$ cat src/rtl/if_id_stage_buf_pkg.sv
// ---------------------------------------------------------------------------
// if_id_stage_buf_pkg
// Shared pipeline definitions for the IF/ID stage buffer and later stage
// buffers built on the same skid register.
//   PC_W_DEF / INSTR_W_DEF : default PC+1 and instruction field widths
//   NOP_INSTR_DEF          : default bubble encoding (all-zero)
//   if_id_payload_t        : packed {pc_plus1, instr} at default widths
//   skid_state_t           : occupancy state of pipe_skid_reg; the encoding
//                            equals the number of held entries
// ---------------------------------------------------------------------------
package if_id_stage_buf_pkg;

    localparam int PC_W_DEF    = 8;
    localparam int INSTR_W_DEF = 32;

    localparam logic [INSTR_W_DEF-1:0] NOP_INSTR_DEF = '0;

    typedef struct packed {
        logic [PC_W_DEF-1:0]    pc_plus1;
        logic [INSTR_W_DEF-1:0] instr;
    } if_id_payload_t;

    typedef enum logic [1:0] {
        ST_EMPTY = 2'd0,
        ST_ONE   = 2'd1,
        ST_TWO   = 2'd2
    } skid_state_t;

endpackage

$ cat src/rtl/if_id_stage_buf_pipe_skid_reg.sv
// ---------------------------------------------------------------------------
// pipe_skid_reg
// Generic W-bit pipeline register with optional second (skid) entry and a
// flush input.
//   clk, rst        : clock, synchronous active-high reset
//   flush_i         : drop every held entry at the next edge
//   in_valid_i/in_ready_o/in_data_i    : upstream side
//   out_valid_o/out_ready_i/out_data_o : downstream side (head entry)
//   state_o         : current FSM state (EMPTY/ONE/TWO), also the occupancy
//
// Handshake: a transfer happens on a rising edge where valid && ready are
// both high; valid never depends on ready on the same side, and once
// out_valid_o is high the head word holds until it is taken or flushed.
//
// SKID=1: in_ready_o comes from a register (cuts the ready path from
// downstream). SKID=0: in_ready_o = !main_valid || out_ready_i.
// Reset and flush load CLEAR_VAL into both data registers.
// ---------------------------------------------------------------------------
module pipe_skid_reg
    import if_id_stage_buf_pkg::*;
#(
    parameter int         W         = 8,
    parameter bit         SKID      = 1'b1,
    parameter logic [W-1:0] CLEAR_VAL = '0
) (
    input  logic        clk,
    input  logic        rst,
    input  logic        flush_i,
    input  logic        in_valid_i,
    output logic        in_ready_o,
    input  logic [W-1:0] in_data_i,
    output logic        out_valid_o,
    input  logic        out_ready_i,
    output logic [W-1:0] out_data_o,
    output skid_state_t state_o
);

    skid_state_t  state_q, state_d;
    logic         ready_q, ready_d;
    logic [W-1:0] main_q, skid_q;
    logic         in_xfer, out_xfer;
    logic         main_ld_in, main_ld_skid, skid_ld;

    // State register (plus the registered ready that mirrors it).
    always_ff @(posedge clk) begin
        if (rst) begin
            state_q <= ST_EMPTY;
            ready_q <= 1'b1;
        end else begin
            state_q <= state_d;
            ready_q <= ready_d;
        end
    end

    // Next-state logic and datapath load strobes.
    always_comb begin
        state_d      = state_q;
        main_ld_in   = 1'b0;
        main_ld_skid = 1'b0;
        skid_ld      = 1'b0;
        in_xfer      = in_valid_i && in_ready_o;
        out_xfer     = out_valid_o && out_ready_i;
        if (flush_i) begin
            state_d = ST_EMPTY;
        end else begin
            case (state_q)
                ST_EMPTY: begin
                    if (in_xfer) begin
                        state_d    = ST_ONE;
                        main_ld_in = 1'b1;
                    end
                end
                ST_ONE: begin
                    if (in_xfer && out_xfer) begin
                        main_ld_in = 1'b1;
                    end else if (out_xfer) begin
                        state_d = ST_EMPTY;
                    end else if (in_xfer && SKID) begin
                        // Head is stalled: park the new word behind it.
                        state_d = ST_TWO;
                        skid_ld = 1'b1;
                    end
                end
                ST_TWO: begin
                    if (out_xfer) begin
                        state_d      = ST_ONE;
                        main_ld_skid = 1'b1;
                    end
                end
                default: state_d = ST_EMPTY;
            endcase
        end
        ready_d = (state_d != ST_TWO);
    end

    // Output logic.
    always_comb begin
        out_valid_o = (state_q != ST_EMPTY);
        out_data_o  = main_q;
        state_o     = state_q;
        if (SKID) begin
            in_ready_o = ready_q && !rst;
        end else begin
            in_ready_o = !rst && ((state_q == ST_EMPTY) || out_ready_i);
        end
    end

    // Payload registers.
    always_ff @(posedge clk) begin
        if (rst || flush_i) begin
            main_q <= CLEAR_VAL;
            skid_q <= CLEAR_VAL;
        end else begin
            if (main_ld_in) begin
                main_q <= in_data_i;
            end else if (main_ld_skid) begin
                main_q <= skid_q;
            end
            if (skid_ld) begin
                skid_q <= in_data_i;
            end
        end
    end

endmodule

$ cat src/rtl/if_id_stage_buf.sv
// ---------------------------------------------------------------------------
// if_id_stage_buf
// IF/ID pipeline stage buffer carrying {PC+1, instruction} from fetch to
// decode under a valid/ready handshake, with flush-to-bubble.
//   clk, rst                          : clock, synchronous active-high reset
//   flush                             : squash all held entries
//   in_valid, in_ready, in_pc_plus1, in_instr     : fetch side
//   out_valid, out_ready, out_pc_plus1, out_instr : decode side
//   occupancy                         : held entries (0..2, 0..1 if SKID=0)
// out_instr shows NOP_INSTR whenever out_valid is low.
// ---------------------------------------------------------------------------
module if_id_stage_buf
    import if_id_stage_buf_pkg::*;
#(
    parameter int                 PC_W      = PC_W_DEF,
    parameter int                 INSTR_W   = INSTR_W_DEF,
    parameter logic [INSTR_W-1:0] NOP_INSTR = INSTR_W'(NOP_INSTR_DEF),
    parameter bit                 SKID      = 1'b1
) (
    input  logic               clk,
    input  logic               rst,
    input  logic               flush,
    input  logic               in_valid,
    output logic               in_ready,
    input  logic [PC_W-1:0]    in_pc_plus1,
    input  logic [INSTR_W-1:0] in_instr,
    output logic               out_valid,
    input  logic               out_ready,
    output logic [PC_W-1:0]    out_pc_plus1,
    output logic [INSTR_W-1:0] out_instr,
    output logic [1:0]         occupancy
);

    localparam int W = PC_W + INSTR_W;

    // Cleared entries hold PC 0 and the bubble instruction.
    localparam logic [W-1:0] CLEAR_VAL = {{PC_W{1'b0}}, NOP_INSTR};

    logic [W-1:0] in_data;
    logic [W-1:0] out_data;
    skid_state_t  state;

    assign in_data = {in_pc_plus1, in_instr};

    pipe_skid_reg #(
        .W         (W),
        .SKID      (SKID),
        .CLEAR_VAL (CLEAR_VAL)
    ) u_skid (
        .clk         (clk),
        .rst         (rst),
        .flush_i     (flush),
        .in_valid_i  (in_valid),
        .in_ready_o  (in_ready),
        .in_data_i   (in_data),
        .out_valid_o (out_valid),
        .out_ready_i (out_ready),
        .out_data_o  (out_data),
        .state_o     (state)
    );

    assign out_pc_plus1 = out_data[W-1 -: PC_W];
    assign out_instr    = out_valid ? out_data[INSTR_W-1:0] : NOP_INSTR;
    assign occupancy    = state;

endmodule
$ cat config.mk
export PLATFORM = sky130hd
export DESIGN_NAME = if_id_stage_buf
export DESIGN_NICKNAME = d
export VERILOG_FILES = /design/src/rtl/if_id_stage_buf_pkg.sv /design/src/rtl/if_id_stage_buf_pipe_skid_reg.sv /design/src/rtl/if_id_stage_buf.sv
export SDC_FILE = /design/constraint.sdc
export NUM_CORES = 1
export LEC_CHECK = 0
export ABC_AREA = 1
export CELL_PAD_IN_SITES_DETAIL_PLACEMENT = 0
export CELL_PAD_IN_SITES_GLOBAL_PLACEMENT = 2
export CORE_AREA = 8 8 128 130
export DETAILED_ROUTE_END_ITERATION = 10
export DIE_AREA = 0 0 136 138
export PLACE_DENSITY = 0.83
export SLEW_MARGIN = 10
export SYNTH_ARGS = -nofsm -noshare
export SYNTH_HDL_FRONTEND = slang
export SYNTH_HIERARCHICAL = 1
export SYNTH_SLANG_ARGS = --single-unit
$ cat constraint.sdc
create_clock -name clk -period 3.6 [get_ports clk]
set_clock_uncertainty 0.15 [all_clocks]
set_input_delay 0.54 -clock clk [delete_from_list [all_inputs] [get_ports clk]]
set_output_delay 0.54 -clock clk [all_outputs]
set_load 0.02 [all_outputs]
==> flow_summary.json, run 1 <==
{
  "insertedDiodeCount": 0,
  "grt_use_met3": 0.0304,
  "syn_nets": 667,
  "max_stage_delay_ns": 0.61,
  "yosys_register_bits": 83,
  "cp.required_ns": 2.91,
  "cp.depth": 4,
  "fin_crit_ns": 2.95,
  "hold_ws_ns": 0.331,
  "crit_chain": "or2_2 -> nand2_1 -> inv_1 -> clkdlybuf4s50_1",
  "coreArea_sq_um": 14300,
  "grt_use_met1": 0.167,
  "rsz0062_at_grt": "no",
  "grt_pass1_vias": 3923,
  "htree_levels": 3,
  "cts_root_buffer": "clkbuf_16",
  "ir_drop_mv": 0.177,
  "syn_inst": 622,
  "drc": 0,
  "worst-path-buf-inv": 2,
  "viasPerCell": 4.54,
  "cts_resized": 0,
  "yosys.cell_types.count": 19,
  "crit_path_end_kind": "output pin",
  "grtUsageTotal": 0.132,
  "nets": 729,
  "routedWlPerCell_um": 14.3,
  "totalWireLength_um": 12500,
  "top_usage_layer": "met2",
  "insertion_delay_ns": 0.33,
  "crit_type": "reg -> out",
  "netlist_area_sq_um": 4050,
  "final_cell_mix": "120 x nand3_1, 116 x nand2_1, 88 x clkdlybuf4s50_1, 85 x nor2_1, 83 x dfxtp_1",
  "cts.sinks": 83,
  "io_buffers": 88,
  "tns_ns": 0,
  "reg2reg_to": "u_skid/out_data_o[36]$_SDFFE_PP0P_",
  "endpoint": "out_instr[3]",
  "critPathMaxFanout": 33,
  "finalHoldViolations": 0,
  "multi_input_area_sq_um": 1870,
  "rows": 44,
  "grt-ovfl-total": 0,
  "finalSetupViolCount": 0,
  "fmax_mhz": 339,
  "post_dp_cell_area_sq_um": 5020,
  "crit_family": "simple AND/OR/NAND/NOR gates",
  "min_period_over_period": 0.820,
  "grt_pass1_wl_um": 20200,
  "design.die.area_sq_um": 18800,
  "cts_tree": "done",
  "fill_cells": 1590,
  "yosys.area.top_type": "dfxtp_1",
  "antenna_found_initial": 0,
  "crit_start": "u_skid/state_o[0]$_SDFF_PP0_",
  "clk_pin_slew_ns": 0.06,
  "r2r-start": "u_skid/state_o[1]$_SDFF_PP0_",
  "slowest_stage": "or2_2",
  "area_delta_synth_final_pct": 31.2,
  "drive_above_1_share": 0.0552,
  "cts_buffers": 9,
  "max_slew_margin": 0.419,
  "r2r_cells": 5,
  "layout_commonest_cell": "nand3_1",
  "slew_viol_final": 0,
  "maxCapViolCount": 0,
  "vias": 3964,
  "floorplan.initialDensity": 0.283,
  "gp_congestion": 0.769,
  "synth_top_area_share": 0.410,
  "worstPathArrival_ns": 2.26,
  "io_pins": 89,
  "seq_area_frac_synth": 0.410,
  "r2r_slack_ns": 1.27,
  "status": "complete, no violations",
  "die_x_um": 136,
  "cp-start-kind": "register",
  "grt.met2_usage": 0.216,
  "power.leakage_nw": 2.32,
  "hp-class": "reg -> reg",
  "dp_hpwl_um": 7470,
  "synth_area_leaders": "dfxtp_1 41%, nand3_1 15%, nand2_1 11%",
  "yosys_warnings": 6,
  "drtIter0Drc": 232,
  "drt_pass1_iterations": 4,
  "grt_max_degree": 44,
  "register_area_sq_um": 1660,
  "antenna_left": 0,
  "stdcell_area_sq_um": 5320,
  "postCtsSetupBuffers": 0,
  "power_density_nw_per_um2": 386,
  "tightest_slew_ns": 0.869,
  "die_y_um": 138,
  "cts_buffer_depth": 2,
  "syn_area_per_cell_sq_um": 6.52,
  "hold_buffers": 0
}
[synth_stat cells, drive strengths merged]
cell type / number
nand2: 118
nand3: 121
nor3: 1
buf: 43
or2: 1
nor2: 89
a21oi: 42
inv: 79
clkbuf: 4
o21ai: 41
dfxtp: 83
[cell families (layout without fill, tap and decap cells)]
family | Yosys count | in the layout | synth area share
buffers and inverters | 126 | 193 | 0.136
AO/OA/AOI/OAI | 83 | 83 | 0.105
AND/OR/NAND/NOR | 330 | 330 | 0.349
flip-flops | 83 | 83 | 0.410
[worst min path at each step]
stage / from / end / slack [ns] / cells after the start
floorplan: u_skid/skid_q[0]$_SDFFE_PP0P_ / u_skid/skid_q[0]$_SDFFE_PP0P_ / 0.31 / 2
global placement: u_skid/skid_q[5]$_SDFFE_PP0P_ / u_skid/skid_q[5]$_SDFFE_PP0P_ / 0.31 / 2
detailed placement: u_skid/skid_q[3]$_SDFFE_PP0P_ / u_skid/skid_q[3]$_SDFFE_PP0P_ / 0.32 / 2
CTS: u_skid/out_data_o[16]$_SDFFE_PP0P_ / u_skid/out_data_o[16]$_SDFFE_PP0P_ / 0.33 / 2
global route: u_skid/out_data_o[25]$_SDFFE_PP0P_ / u_skid/out_data_o[25]$_SDFFE_PP0P_ / 0.35 / 2
finish: u_skid/out_data_o[13]$_SDFFE_PP0P_ / u_skid/out_data_o[13]$_SDFFE_PP0P_ / 0.33 / 2
[flip-flops by register name, indices dropped and copies added, names as in the netlist]
signal and flops:
u_skid/state_o 2, u_skid/out_data_o 40, u_skid/ready_q 1, u_skid/skid_q 40
[area by class of cell]
class                      instances  share of cell area
inverter                          79              0.0558
multi-input combinational        413               0.351
clock inverter                     4             0.00941
sequential                        83               0.312
tap                              184              0.0433
clock buffer                      12              0.0463
timing repair buffer              98               0.182
[stage by stage]
| stage | worst slack [ns] | std cells | power (mW) | utilization |
|---|---|---|---|---|
| after floorplan | 1.73 | 622 | 1.05 | - |
| after global placement | 0.983 | 857 | 1.15 | 0.351 |
| after detailed placement | 0.943 | 857 | 1.15 | 0.351 |
| after CTS | 0.567 | 873 | 2.09 | 0.372 |
| after global routing | 0.472 | 873 | 2.14 | 0.372 |
| final | 0.647 | 873 | 2.05 | 0.372 |
[worst register-to-register path: cells and delay by family (launching register included)]
family	cells	cell delay, ns
and+or+nand+nor	3	1.40
DFF	1	0.42
buffers and inverters	1	0.12
AOI/OAI and AO/OA	1	0.09
[where the power goes]
part	switching, mW	internal [mW]	leakage [nW]	total [mW]
Combinational	0.107	0.0809	1.51	0.188
Clock	0.373	0.556	0.139	0.929
Sequential	0.00648	0.929	0.670	0.936
Total	0.486	1.57	2.32	2.05
[metal layers]
| metal | wire, um | vias up |
|---|---|---|
| li1 | - | 2085 |
| met1 | 5890 | 1781 |
| met2 | 5710 | 89 |
| met3 | 730 | 9 |
| met4 | 137 | 0 |
| met5 | 0 | - |
Note: power is estimated with default switching activity, not from simulation.
==> run 2, diff against run 1 <==
--- a/config.mk
+++ b/config.mk
@@ -8,10 +8,10 @@
 export ABC_AREA = 1
 export CELL_PAD_IN_SITES_DETAIL_PLACEMENT = 0
 export CELL_PAD_IN_SITES_GLOBAL_PLACEMENT = 2
-export CORE_AREA = 8 8 128 130
+export CORE_AREA = 8 8 132 134
 export DETAILED_ROUTE_END_ITERATION = 10
-export DIE_AREA = 0 0 136 138
-export PLACE_DENSITY = 0.83
+export DIE_AREA = 0 0 140 142
+export PLACE_DENSITY = 0.78
 export SLEW_MARGIN = 10
 export SYNTH_ARGS = -nofsm -noshare
 export SYNTH_HDL_FRONTEND = slang
==> constraint.sdc (replaced) <==
create_clock -name clk -period 2.8 [get_ports clk]
set_clock_uncertainty 0.15 [all_clocks]
set_input_delay 0.42 -clock clk [delete_from_list [all_inputs] [get_ports clk]]
set_output_delay 0.42 -clock clk [all_outputs]
set_load 0.02 [all_outputs]
==> flow_summary.json, run 2 (synthesis gave the netlist of run 1 again) <==
{
  "clock_power_share": 0.451,
  "grt_pass1_wl_um": 21200,
  "grt_pass1_vias": 4045,
  "grt-ovfl-total": 0,
  "grtUsageTotal": 0.134,
  "finalHoldViolations": 0,
  "swShare": 0.231,
  "max_stage_delay_ns": 0.60,
  "ir_drop_mv": 0.208,
  "fin_crit_ns": 2.60,
  "drive_above_1_share": 0.0634,
  "max_slew_margin": 0.675,
  "antenna_found_initial": 0,
  "min_path_cells": 2,
  "power_density_nw_per_um2": 487,
  "area_delta_synth_final_pct": 34.4,
  "totalWireLength_um": 12800,
  "grt_max_degree": 41,
  "cts_root_buffer": "clkbuf_16",
  "maxCapViolCount": 0,
  "tightest_slew_ns": 0.487,
  "cts_buffers": 9,
  "p_int_mw": 2.04,
  "switching_power_mw": 0.613,
  "fmax_mhz": 384,
  "clk_pin_slew_ns": 0.06,
  "nets": 735,
  "crit_type": "reg -> out",
  "fill_cells": 1717,
  "rows": 46,
  "p_comb_frac": 0.095,
  "register_area_sq_um": 1660,
  "power.leakage_nw": 2.38,
  "vias": 4019,
  "critPathMaxFanout": 22,
  "viasPerCell": 4.54,
  "io_pins": 89,
  "io_buffers": 88,
  "design.die.area_sq_um": 19900,
  "slowest_stage": "clkdlybuf4s50_1",
  "crit_chain": "or2_4 -> buf_12 -> nand2_1 -> inv_1 -> clkdlybuf4s50_1",
  "crit_path_end_kind": "output pin",
  "drc": 0,
  "routedWlPerCell_um": 14.4,
  "pwr-share-seq": 0.453,
  "min_period_over_period": 0.930,
  "dp_hpwl_um": 8440,
  "fin_ws_ns": 0.196,
  "die_x_um": 140,
  "gp_congestion": 0.749,
  "rsz0062_at_grt": "no",
  "cts_tree": "done",
  "worstPathArrival_ns": 2.03,
  "finalSetupViolCount": 0,
  "cts.sinks": 83,
  "status": "complete, no violations",
  "slew_viol_final": 0,
  "final_cell_mix": "120 x nand3_1, 115 x nand2_1, 88 x clkdlybuf4s50_1, 85 x nor2_1, 83 x dfxtp_1",
  "layout_commonest_cell": "nand3_1",
  "floorplan.initialDensity": 0.263,
  "insertedDiodeCount": 0,
  "hp-class": "reg -> reg",
  "tns_ns": 0,
  "insertion_delay_ns": 0.34,
  "multi_input_area_sq_um": 1880,
  "cp-start-kind": "register",
  "pre_cts_ws_ns": 0.429,
  "drtIter0Drc": 243,
  "htree_levels": 3,
  "r2r_cells": 7,
  "drt_pass1_iterations": 4,
  "cp.required_ns": 2.23,
  "die_y_um": 142,
  "coreArea_sq_um": 15400,
  "cts_buffer_depth": 2,
  "antenna_left": 0
}
==> run 2: worst paths after layout <==
path                                       from                            endpoint  slack [ns]
max                u_skid/state_o[0]$_SDFF_PP0_                       out_instr[30]        0.20
min          u_skid/out_data_o[19]$_SDFFE_PP0P_  u_skid/out_data_o[19]$_SDFFE_PP0P_        0.33
max reg2reg        u_skid/state_o[1]$_SDFF_PP0_  u_skid/out_data_o[39]$_SDFFE_PP0P_        0.82
min reg2reg  u_skid/out_data_o[19]$_SDFFE_PP0P_  u_skid/out_data_o[19]$_SDFFE_PP0P_        0.33
==> run 2: cell type report <==
cell class,count,area share
clock buffers,13,0.0478
clock inverters,2,0.00643
inverters,79,0.0545
multi-input cells,413,0.344
flip-flops and latches,83,0.305
well taps,192,0.0441
repair buffers,104,0.198
==> run 2: routing by layer <==
metal | track usage | routed length, um
met5 | 0 | 0
met3 | 0.0322 | 626
met4 | 0.0589 | 252
met2 | 0.222 | 6070
met1 | 0.162 | 5850
==> run 2: metrics by stage <==
| step | std cells | hold slack (ns) | util | cell area (sq um) | power, mW |
|---|---|---|---|---|---|
| after floorplan | 622 | 0.306 | - | 4050 | 1.35 |
| after detailed placement | 871 | 0.322 | 0.334 | 5150 | 1.48 |
| after global placement | 871 | 0.314 | 0.334 | 5150 | 1.48 |
| after global routing | 886 | 0.351 | 0.353 | 5450 | 2.78 |
| final | 886 | 0.329 | 0.353 | 5450 | 2.65 |
| after CTS | 886 | 0.334 | 0.353 | 5440 | 2.70 |
==> run 2: timing repair <==
| item | CTS | global route |
|---|---|---|
| buffers inserted | 0 | 0 |
| endpoints found under the setup margin | 0 | 2 |
| hold buffers | 0 | 0 |
| resized for setup | 0 | 1 |
==> run 2: worst max-delay path, delay by kind of cell, from the launching register on <==
family                 cells  cell delay [ns]
AND/OR/NAND/NOR            2             0.34
buffers and inverters      3             0.83
flip-flops                 1             0.50
==> run 2: power groups by stage <==
stage / Clock [mW] / Sequential [mW] / Combinational [mW]
finish: 1.20 / 1.20 / 0.253
global route: 1.29 / 1.20 / 0.282
CTS: 1.24 / 1.20 / 0.257
detailed placement: 0 / 1.23 / 0.255
global placement: 0 / 1.23 / 0.256
floorplan: 0 / 1.23 / 0.120
